### config.mk
export PLATFORM = sky130hd
export DESIGN_NAME = sync_mode_sequencer_flat
export DESIGN_NICKNAME = d
export VERILOG_FILES = /design/src/rtl/sync_seq_pkg.sv /design/src/rtl/sync_mode_sequencer_if.sv /design/src/rtl/sync_seq_lfsr8.sv /design/src/rtl/sync_mode_sequencer.sv /design/src/flat_wrapper.sv
export SDC_FILE = /design/constraint.sdc
export NUM_CORES = 1
export LEC_CHECK = 0
export ABC_CLOCK_PERIOD_IN_PS = 3500
export BUFFER_PORTS_ARGS = -buffer_cell sky130_fd_sc_hd__buf_2
export CORE_MARGIN = 5
export CORE_UTILIZATION = 59
export DETAILED_ROUTE_END_ITERATION = 7
export PLACE_DENSITY = 0.83
export SLEW_MARGIN = 20
export SYNTH_ARGS = -nofsm -noshare
export SYNTH_HDL_FRONTEND = slang
export SYNTH_SLANG_ARGS = --single-unit
### constraint.sdc
create_clock -name clk -period 3.5 [get_ports clk]
set_input_delay 0.175 -clock clk [delete_from_list [all_inputs] [get_ports clk]]
set_output_delay 0.175 -clock clk [all_outputs]
set_load 0.01 [all_outputs]
### src/rtl/sync_seq_pkg.sv
// Shared types and constants for the synchronizer self-test sequencer.
package sync_seq_pkg;

    typedef enum logic [2:0] {
        ST_IDLE,
        ST_LOAD,
        ST_DRIVE,
        ST_STROBE,
        ST_SETTLE,
        ST_CHECK,
        ST_DONE
    } seq_state_e;

    // Synchronizer mode numbers as seen on sel[1:0]
    localparam logic [1:0] MODE_REG    = 2'd0;
    localparam logic [1:0] MODE_NOSYNC = 2'd1;
    localparam logic [1:0] MODE_2FF    = 2'd2;
    localparam logic [1:0] MODE_STB    = 2'd3;

    // Feedback taps d7^d5^d4^d3 and the value substituted for an all-zero seed
    localparam logic [7:0] LFSR_TAPS         = 8'hB8;
    localparam logic [7:0] LFSR_SEED_DEFAULT = 8'h01;

    typedef struct packed {
        logic       found;
        logic [1:0] mode;
    } mode_hit_t;

    // Lowest set mask bit at or above 'from'
    function automatic mode_hit_t find_mode(input logic [3:0] mask, input logic [2:0] from);
        mode_hit_t hit;
        hit = '0;
        for (int unsigned i = 0; i < 4; i++) begin
            if (!hit.found && mask[i] && (i >= {29'd0, from})) begin
                hit.found = 1'b1;
                hit.mode  = 2'(i);
            end
        end
        return hit;
    endfunction

endpackage

### src/rtl/sync_mode_sequencer_if.sv
// Sequencer <-> synchronizer datapath bundle.
interface sync_mode_sequencer_if;
    logic [2:0] sel;
    logic       stb;
    logic [7:0] test_data;
    logic [7:0] sync_data_in;

    modport master (output sel, stb, test_data, input sync_data_in);
    modport slave  (input sel, stb, test_data, output sync_data_in);
endinterface

### src/rtl/sync_seq_lfsr8.sv
// 8-bit Fibonacci LFSR with seed load (zero seed replaced) and step.
module sync_seq_lfsr8
    import sync_seq_pkg::*;
(
    input  logic       clk,
    input  logic       rst_n,
    input  logic       load_i,
    input  logic [7:0] seed_i,
    input  logic       step_i,
    output logic [7:0] data_o
);

    logic [7:0] lfsr_q, lfsr_d;

    // Load has priority over step; shift left with parity of tapped bits into bit 0
    always_comb begin
        lfsr_d = lfsr_q;
        if (load_i) begin
            lfsr_d = (seed_i == '0) ? LFSR_SEED_DEFAULT : seed_i;
        end else if (step_i) begin
            lfsr_d = {lfsr_q[6:0], ^(lfsr_q & LFSR_TAPS)};
        end
    end

    // LFSR state register
    always_ff @(posedge clk or negedge rst_n) begin
        if (!rst_n) begin
            lfsr_q <= LFSR_SEED_DEFAULT;
        end else begin
            lfsr_q <= lfsr_d;
        end
    end

    assign data_o = lfsr_q;

endmodule

### src/rtl/sync_mode_sequencer.sv
// Self-test controller: steps the synchronizer through each enabled mode,
// drives LFSR data, waits for settling and counts mismatches per mode.
module sync_mode_sequencer
    import sync_seq_pkg::*;
#(
    parameter int unsigned NUM_VECTORS   = 16,
    parameter int unsigned SETTLE_CYCLES = 4,
    parameter int unsigned STB_CYCLES    = 2,
    parameter int unsigned CNT_W         = 8
) (
    input  logic                  clk,
    input  logic                  rst_n,
    input  logic                  start,
    input  logic                  abort,
    input  logic [3:0]            mode_mask,
    input  logic [7:0]            seed,
    input  logic [1:0]            rd_mode,
    sync_mode_sequencer_if.master sync_bus,
    output logic                  busy,
    output logic                  done,
    output logic [CNT_W-1:0]      err_cnt,
    output logic                  any_err
);

    localparam logic [7:0]       LAST_VEC    = 8'(NUM_VECTORS - 1);
    localparam logic [15:0]      STB_LAST    = 16'(STB_CYCLES - 1);
    localparam logic [15:0]      SETTLE_LAST = 16'(SETTLE_CYCLES - 1);
    localparam logic [CNT_W-1:0] CNT_MAX     = '1;

    seq_state_e       state_q, state_d;
    logic [1:0]       mode_q, mode_d;
    logic [7:0]       data_q, data_d;
    logic [3:0]       mask_q, mask_d;
    logic [2:0]       ptr_q, ptr_d;
    logic [7:0]       vec_q, vec_d;
    logic [15:0]      wait_q, wait_d;
    logic [CNT_W-1:0] cnt_q [4];
    logic [CNT_W-1:0] cnt_d [4];
    logic             lfsr_load, lfsr_step;
    logic [7:0]       lfsr_data;
    mode_hit_t        load_hit, next_hit;

    sync_seq_lfsr8 u_lfsr (
        .clk    (clk),
        .rst_n  (rst_n),
        .load_i (lfsr_load),
        .seed_i (seed),
        .step_i (lfsr_step),
        .data_o (lfsr_data)
    );

    // Next-state, counter and datapath updates; abort overrides every busy state
    always_comb begin
        state_d   = state_q;
        mode_d    = mode_q;
        data_d    = data_q;
        mask_d    = mask_q;
        ptr_d     = ptr_q;
        vec_d     = vec_q;
        wait_d    = wait_q;
        cnt_d     = cnt_q;
        lfsr_load = 1'b0;
        lfsr_step = 1'b0;
        load_hit  = find_mode(mask_q, ptr_q);
        next_hit  = find_mode(mask_q, {1'b0, mode_q} + 3'd1);

        if (state_q != ST_IDLE && abort) begin
            state_d = ST_IDLE;
        end else begin
            case (state_q)
                ST_IDLE: begin
                    if (start && !abort) begin
                        cnt_d     = '{default: '0};
                        lfsr_load = 1'b1;
                        mask_d    = mode_mask;
                        ptr_d     = '0;
                        state_d   = (mode_mask == '0) ? ST_DONE : ST_LOAD;
                    end
                end
                ST_LOAD: begin
                    mode_d  = load_hit.mode;
                    ptr_d   = {1'b0, load_hit.mode};
                    vec_d   = '0;
                    state_d = load_hit.found ? ST_DRIVE : ST_DONE;
                end
                ST_DRIVE: begin
                    data_d    = lfsr_data;
                    lfsr_step = 1'b1;
                    wait_d    = '0;
                    state_d   = (mode_q == MODE_STB) ? ST_STROBE : ST_SETTLE;
                end
                ST_STROBE: begin
                    if (wait_q == STB_LAST) begin
                        wait_d  = '0;
                        state_d = ST_SETTLE;
                    end else begin
                        wait_d = wait_q + 16'd1;
                    end
                end
                ST_SETTLE: begin
                    if (wait_q == SETTLE_LAST) begin
                        state_d = ST_CHECK;
                    end else begin
                        wait_d = wait_q + 16'd1;
                    end
                end
                ST_CHECK: begin
                    if (sync_bus.sync_data_in != data_q && cnt_q[mode_q] != CNT_MAX) begin
                        cnt_d[mode_q] = cnt_q[mode_q] + 1'b1;
                    end
                    if (vec_q < LAST_VEC) begin
                        vec_d   = vec_q + 8'd1;
                        state_d = ST_DRIVE;
                    end else if (next_hit.found) begin
                        ptr_d   = {1'b0, mode_q} + 3'd1;
                        state_d = ST_LOAD;
                    end else begin
                        state_d = ST_DONE;
                    end
                end
                ST_DONE: state_d = ST_IDLE;
                default: state_d = ST_IDLE;
            endcase
        end
    end

    // State and datapath registers
    always_ff @(posedge clk or negedge rst_n) begin
        if (!rst_n) begin
            state_q <= ST_IDLE;
            mode_q  <= MODE_REG;
            data_q  <= '0;
            mask_q  <= '0;
            ptr_q   <= '0;
            vec_q   <= '0;
            wait_q  <= '0;
            cnt_q   <= '{default: '0};
        end else begin
            state_q <= state_d;
            mode_q  <= mode_d;
            data_q  <= data_d;
            mask_q  <= mask_d;
            ptr_q   <= ptr_d;
            vec_q   <= vec_d;
            wait_q  <= wait_d;
            cnt_q   <= cnt_d;
        end
    end

    assign sync_bus.sel       = {1'b0, mode_q};
    assign sync_bus.stb       = (state_q == ST_STROBE);
    assign sync_bus.test_data = data_q;
    assign busy    = (state_q != ST_IDLE) && (state_q != ST_DONE);
    assign done    = (state_q == ST_DONE);
    assign err_cnt = cnt_q[rd_mode];
    assign any_err = (cnt_q[0] != '0) || (cnt_q[1] != '0) || (cnt_q[2] != '0) || (cnt_q[3] != '0);

endmodule

### src/flat_wrapper.sv
// flat-port wrapper written by rule: the top's interface ports become plain ports
module sync_mode_sequencer_flat import sync_seq_pkg::*;
#(
    parameter int unsigned NUM_VECTORS   = 16,
    parameter int unsigned SETTLE_CYCLES = 4,
    parameter int unsigned STB_CYCLES    = 2,
    parameter int unsigned CNT_W         = 8
)
  (clk, rst_n, start, abort, mode_mask, seed, rd_mode, busy, done, err_cnt, any_err, sync_bus_sel, sync_bus_stb, sync_bus_test_data, sync_bus_sync_data_in);
  sync_mode_sequencer_if sync_bus_i ();
  input  logic clk;
  input  logic rst_n;
  input  logic start;
  input  logic abort;
  input  logic [3:0] mode_mask;
  input  logic [7:0] seed;
  input  logic [1:0] rd_mode;
  output logic busy;
  output logic done;
  output logic [CNT_W-1:0] err_cnt;
  output logic any_err;
  output wire logic [$bits(sync_bus_i.sel)-1:0] sync_bus_sel;
  output wire logic [$bits(sync_bus_i.stb)-1:0] sync_bus_stb;
  output wire logic [$bits(sync_bus_i.test_data)-1:0] sync_bus_test_data;
  input wire logic [$bits(sync_bus_i.sync_data_in)-1:0] sync_bus_sync_data_in;
  assign sync_bus_sel = sync_bus_i.sel;
  assign sync_bus_stb = sync_bus_i.stb;
  assign sync_bus_test_data = sync_bus_i.test_data;
  assign sync_bus_i.sync_data_in = sync_bus_sync_data_in;
  sync_mode_sequencer #(.NUM_VECTORS(NUM_VECTORS), .SETTLE_CYCLES(SETTLE_CYCLES), .STB_CYCLES(STB_CYCLES), .CNT_W(CNT_W)) u_core (.clk(clk), .rst_n(rst_n), .start(start), .abort(abort), .mode_mask(mode_mask), .seed(seed), .rd_mode(rd_mode), .sync_bus(sync_bus_i), .busy(busy), .done(done), .err_cnt(err_cnt), .any_err(any_err));
endmodule
==> metrics.txt, run 1 <==
Die Y approximately 100 µm; hold depth 2; Post-Syn Area approximately 0.0048 mm²; largest net degree at the start of global routing 85; DIE WIDTH 100.4 µm; I/O Pins just under 50; Max-Cap Viols 0; status complete, no violations; share of cells above drive strength 1 a little under a quarter; Slew @ Worst Pin between 1 and 1.5 ns; Hold Fails Final Rpt 0; Port-buffer cells between 40 and 50; CTS H-Tree Depth 3; CP Class register to register; top post-synthesis cells by area dfrtp_1 43%, mux4_2 5.1%, a22o_1 3.8%, mux2_2 3.3%, ha_1 2.9%; post-DR wirelength/cell 18.58 µm; Power Density a little under 600 mW/mm²; gp weighted congestion approximately 0.96; WL final 11080 µm; first-pass GRT wire length about 19000 µm; cell family with most CP delay compound AO/OA/AOI/OAI gates; die area between 0.01 and 0.015 mm²; Antenna diodes 0; cells on worst reg2reg path 5; Tcrit/Tclk final ~78%; Worst setup SP type register; Worst EP required about 3.8 ns; FFs w/ async S/R, synth 100.0%; Detail Placement HPWL 7760 µm; unique cell type count in the Yosys netlist 60; Final nets approximately 520; cell depth of the worst setup path 5; CP max stage delay about 0.9 ns; initial antenna violation count 0; Antenna Nets Post-Route 0; CTS tree done; Critical Path AT just over 3 ns; Mapped Nets 481; setup_tns 0 ns; Setup Fix Bufs, Post-CTS 0; CTS root buf clkbuf_8; TritonCTS Buffers 9; CTS Buffer Depth 2; drt drc 0; Final Setup Violations 0; top-count cell post-synth dfrtp_1; Worst slew margin between 20% and 30%; Post-synth EDFFs 0; P_leak roughly 2.5 nW; Clock Sinks 84; post-synthesis register bit count 84; Syn Area/Cell 10.86 µm²; synth warn 0; CP cell instances xor2_1 > nor4_1 > a21boi_0 > o211ai_1 > a22o_1; Synth top cells by count 83 x dfrtp_1, 25 x o21ai_0, 24 x nor2_1; Worst path slowest cell nor4_1; vias in the first global route about 3800; total track usage roughly a quarter; Peak supply drop 431.0 µV; Area Growth Syn to Fin 11.21%; Hold WC Path Type primary input to register; WP buf/inv 0; vias between 3000 and 4000; largest area contributor in the netlist dfrtp_1; register area share after synthesis around 44%; Layout fillers between 600 and 700; Reg clk slew, reported paths around 0.090 ns; Core Region around 0.0081 mm²; Slew Limit Fails 0; worst skew pair latency between 0.3 and 0.4 ns; post-synthesis cell count approximately 440; Via-to-Cell Ratio roughly 6.6; skew final 0.01165 ns; Tmin final around 2.7 ns; Main synth FF type dfrtp_1; Final Instance Area ~0.0054 mm²; Starting DRT DRC Count around 290; placed inst area around 0.0051 mm²; post-synth top area share 43.08%; fmax ~370 MHz; RSZ-0062 raised after global routing false; crit path max fanout 8; Initial Util around three fifths; Worst Setup End Kind register; grt total ovfl 0; Row Count 33; drt first pass iters 6
stage by stage:
step                      utilization (%)  hold WS (ns)  setup slack, ns  total power [W]  instances
after global placement              63.25        0.4181           0.8909         0.002370        579
final                               66.25       0.06612           0.7630         0.003193        596
after global routing                66.25       0.05759           0.5824         0.003396        596
after CTS                           66.08       0.04398           0.7929         0.003201        595
after floorplan                         -       -0.1206           0.8701         0.002065        444
after detailed placement            63.25        0.4229           0.8104         0.002404        579
kinds of logic after synthesis:
logic type	after synthesis	synth area share, %
adder cells (fa/ha/maj)	11	2.855
multiplexers	33	11.42
XOR/XNOR	19	3.452
AO/OA/AOI/OAI	133	20.32
AND/OR/NAND/NOR	125	14.56
flip-flops	84	43.63
other	1	0.07779
buffers and inverters	38	3.685
routing by layer:
metal	routed length, µm	vias up	GRT usage, %
met3	857	12	4.864
met2	5212	166	36.75
met4	126	0	6.010
met5	0	-	0
li1	-	1795	-
met1	4879	1933	33.26
where the power goes:
| part | internal, W | leakage, nW | switching [W] |
|---|---|---|---|
| registers | 0.00113 | 1.14 | 0.000216 |
| clock network | 0.000413 | 0.112 | 0.000379 |
| logic | 0.000465 | 1.23 | 0.000586 |
repair_timing:
action / 4_1_cts / 5_1_grt
endpoints found under the hold margin: 0 / 83
endpoints found under the setup margin: 0 / 0
hold buffers: 0 / 1
resized for setup: 0 / 0
layout make-up:
type | instances | area [µm²] | area share (%)
clock buffer | 9 | 123.9 | 2.310
clock inverter | 7 | 105.1 | 1.960
inverter | 15 | 56.30 | 1.050
multi-input combinational | 322 | 2545 | 47.47
sequential | 84 | 2103 | 39.23
tap | 105 | 131.4 | 2.450
timing repair buffer | 54 | 296.5 | 5.531
worst paths after layout:
path,from,end,slack [ns]
max,u_core.sync_bus.test_data[4],u_core.cnt_q[26],0.76
min,mode_mask[1],u_core.mask_q[1],0.07
max reg2reg,u_core.sync_bus.test_data[4],u_core.cnt_q[26],0.76
min reg2reg,u_core.u_lfsr.data_o[2],u_core.u_lfsr.data_o[2],0.51
max in group asynchronous,rst_n,u_core.cnt_q[1],2.55
min in group asynchronous,rst_n,u_core.vec_q[3],0.43
placed cells by master (no fill, tap or decap), drive strengths merged, types with 7 or more instances in the layout:
| cell type | instances |
|---|---|
| a22o | 21 |
| nor2 | 24 |
| mux2 | 14 |
| mux4 | 15 |
| a21o | 10 |
| clkbuf | 9 |
| o21ai | 26 |
| o31ai | 7 |
| dfrtp | 83 |
| nor4 | 17 |
| a21oi | 21 |
| xor2 | 15 |
| or4 | 8 |
| nor2b | 7 |
| ha | 11 |
| a32o | 20 |
| nand2 | 23 |
| nand3 | 8 |
| inv | 18 |
| buf | 53 |
registers in the layout, indices dropped and copies added (netlist names):
signal	count
u_core.cnt_q	32
u_core.ptr_q	3
u_core.wait_q	16
u_core.vec_q	8
u_core.sync_bus.test_data	8
u_core.mode_q	2
u_core.u_lfsr.data_o	8
u_core.state_q	3
u_core.mask_q	4
No activity file was read; power rests on OpenSTA's default activity.
==> run 2: changes to the inputs <==
ABC_AREA = 1   (was not set)
ABC_CLOCK_PERIOD_IN_PS = 2400   (was 3500)
CORE_UTILIZATION = 54   (was 59)
PLACE_DENSITY = 0.79   (was 0.83)
clock period = 2.4 ns   (was 3.5 ns; I/O delays follow)
==> run 2 against run 1 <==
Global-route usage grew 1.5 points. Register-to-register slack got worse by 0.61 ns. Final area grew 12%. Final cell count up 55%. Hold slack got worse by 0.040 ns. Clock skew rose by 0.0011 ns. Setup slack got worse by 0.61 ns. Critical path type unchanged. Largest cell class unchanged.
==> metrics.txt, run 2 <==
CTS Buffer Depth 2; WL final about 14000 µm; Post-synth EDFFs 0; unique cell type count in the Yosys netlist 44; crit-path most repeated cell nand2_1; Antenna diodes 0; Port-buffer cells 47; Row Count 36; worst skew pair latency 0.38 ns; RSZ-0062 raised after global routing true; post-synthesis cell count slightly above 700; commonest non-fill, non-tap cells in the layout 233 x nand2_1, 82 x dfrtp_1, 60 x nand3_1, 58 x nor2_1, 55 x inv_1; I/O Pins 49; Starting DRT DRC Count between 400 and 500; Largest regs u_core.cnt_q: 32 flops, u_core.wait_q: 16 flops; CTS root buf clkbuf_8; Slew @ Worst Pin about 0.63 ns; drt drc 0; Peak supply drop roughly 560 µV; P_leak between 3 and 4 nW; Tmin final between 2 and 2.5 ns; die area around 0.012 mm²; CP max stage delay around 0.49 ns; Util after Layout between 60 and 70%; DIE WIDTH ~110 µm; commonest non-fill, non-tap cell in the layout nand2_1; worst hold margin 0.02606 ns; CTS H-Tree Depth 3; hold path startpoint mode_mask[3]; post-DR wirelength/cell between 10 and 15 µm; setup_tns 0 ns; skew final around 0.013 ns; Final nets 825; R2R Path End u_core.cnt_q[22]; Tcrit/Tclk final 93.43%; share of cells above drive strength 1 between 15 and 20%; Power Density 999.9 mW/mm²; CTS tree done; Area Growth Syn to Fin 12.04%; Worst Setup End Kind register; vias in the first global route 4909; Synth Area in XOR/XNOR ~3.3%; R2R Path Start u_core.mode_q[0]; status complete, no violations; Core Region 0.009729 mm²; gp weighted congestion 0.9920; Worst path slowest cell dfrtp_2; top post-synthesis cells by area dfrtp_1 39%, nand2_1 16%, nand3_1 5.6%, nor2_1 4.1%, inv_1 3.9%; Hold Path Sink u_core.mask_q[3]; post-synth top area share 38.88%; Syn Area/Cell approximately 7.4 µm²; Synth Area in Simple Gates 36.87%; largest family of logic cells by synthesized area simple AND/OR/NAND/NOR gates; largest net degree at the start of global routing 48; Max-Cap Viols 0; drt first pass iters 6; Biggest register u_core.cnt_q; crit path max fanout 24; Worst setup SP type register; Reg clk slew, reported paths 0.10 ns; Power Total around 0.0060 W; Main synth FF type dfrtp_1; register area share after synthesis 39.38%; top-count cell post-synth nand2_1; FFs w/ async S/R, synth 100.0%; Final Setup Violations 0; post-route setup slack between 0.15 and 0.2 ns; Synth top cells by count 233 x nand2_1, 83 x dfrtp_1, 60 x nand3_1; Synth Area in Compound Gates 10.03%; Hold Fails Final Rpt 0; hold depth 3; Slew Limit Fails 0; Mapped Nets approximately 760; largest area contributor in the netlist dfrtp_1; initial antenna violation count 0; pre-CTS setup slack between 0.15 and 0.2 ns; Via-to-Cell Ratio around 5.6; grt total ovfl 0; CP cell instances o21ai_1 > nand2_1 > nand2_2 > ha_1 > nand3_1 > nor2_1 > nand3_2 > nand2_4 > nand2_4 > nand3_2 > nand2_1 > nand2_1; first-pass GRT wire length approximately 24000 µm; Post-Syn Area between 0.005 and 0.006 mm²; mux contribution to synthesized area 0%; Setup Fix Bufs, Post-CTS 0; Critical Path AT roughly 2.6 ns; Die Y about 110 µm; max reg flops 32; cells on worst reg2reg path 12; Synth Area in Adders about 2.6%; Detail Placement HPWL 10140 µm; Clock Sinks 84; Hold WC Path Type primary input to register; Antenna Nets Post-Route 0; total track usage about a quarter; fmax 446.0 MHz; Worst slew margin roughly three fifths; synth warn 0; Worst R2R Setup Slack 0.16 ns; post-synthesis register bit count 84; Worst EP required 2.72 ns; Initial Util approximately 55%; TritonCTS Buffers 9; vias between 5000 and 6000; CP Class register to register
## run 2: changes by cell type after synthesis, moves of 21 or more
| cell | delta |
|---|---|
| nand2_1 | +210 |
| nand3_1 | +53 |
| nor2_1 | +34 |
| nand4_1 | +22 |
| a22o_1 | -21 |
| inv_1 | +40 |
## run 2: worst max path at each step
stage                           from          endpoint  slack (ns)
floorplan           u_core.mode_q[0]  u_core.cnt_q[10]        0.32
global route        u_core.mode_q[0]  u_core.cnt_q[21]       -0.05
CTS                 u_core.mode_q[0]  u_core.cnt_q[22]        0.16
finish              u_core.mode_q[0]  u_core.cnt_q[22]        0.16
global placement    u_core.mode_q[0]   u_core.cnt_q[6]        0.27
detailed placement  u_core.mode_q[0]   u_core.cnt_q[6]        0.18
## run 2: stage by stage
stage               area [µm²]  std cells
floorplan                 5341        726
global route              5984        926
detailed placement        5715        902
finish                    5984        926
global placement          5715        902
CTS                       5976        926
## run 2: power breakdown
group	internal [W]	total, W	switching [W]
Sequential	0.00172	0.00207	0.000343
Combinational	0.000986	0.00295	0.00197
Clock	0.000386	0.000964	0.000578
Total	0.00310	0.00598	0.00289
## run 2: kinds of logic (layout without fill, tap and decap cells)
logic type	Yosys count	after routing
xor gates and xnor gates	20	20
other	1	1
and+or+nand+nor	432	432
buffers and inverters	88	155
adders and majority gates	11	11
DFF	84	84
AOI/OAI and AO/OA	90	90
## run 2: worst max-delay path, delay by kind of cell (launching register included)
| family | cells | cell delay (ns) |
|---|---|---|
| AOI/OAI and AO/OA | 1 | 0.21 |
| adders and majority gates | 1 | 0.19 |
| and+or+nand+nor | 10 | 1.30 |
| DFF | 1 | 0.49 |
## run 2: area by class of cell
class	instances	area (µm²)
Fill cell	889	3745
Clock buffer	9	123.9
Timing Repair Buffer	68	427.9
Sequential cell	84	2105
Multi-Input combinational cell	554	2829
Clock inverter	7	56.30
Tap cell	133	166.4
Inverter	71	276.5
## run 2: layer usage
metal  GRT usage (%)  part of all wire [%]  up-vias
met1           34.49                    44     2432
li1                -                     -     2510
met3           5.578                   7.7       34
met2           38.49                    46      248
met5               0                     0        -
met4           8.638                   2.0        0
## run 2: what timing repair did
| action | 4_1_cts | 5_1_grt |
|---|---|---|
| endpoints found under the setup margin | 0 | 32 |
| hold buffers | 8 | 0 |
| gates resized for setup | 0 | 2 |
| hold endpoints to repair | 52 | 0 |
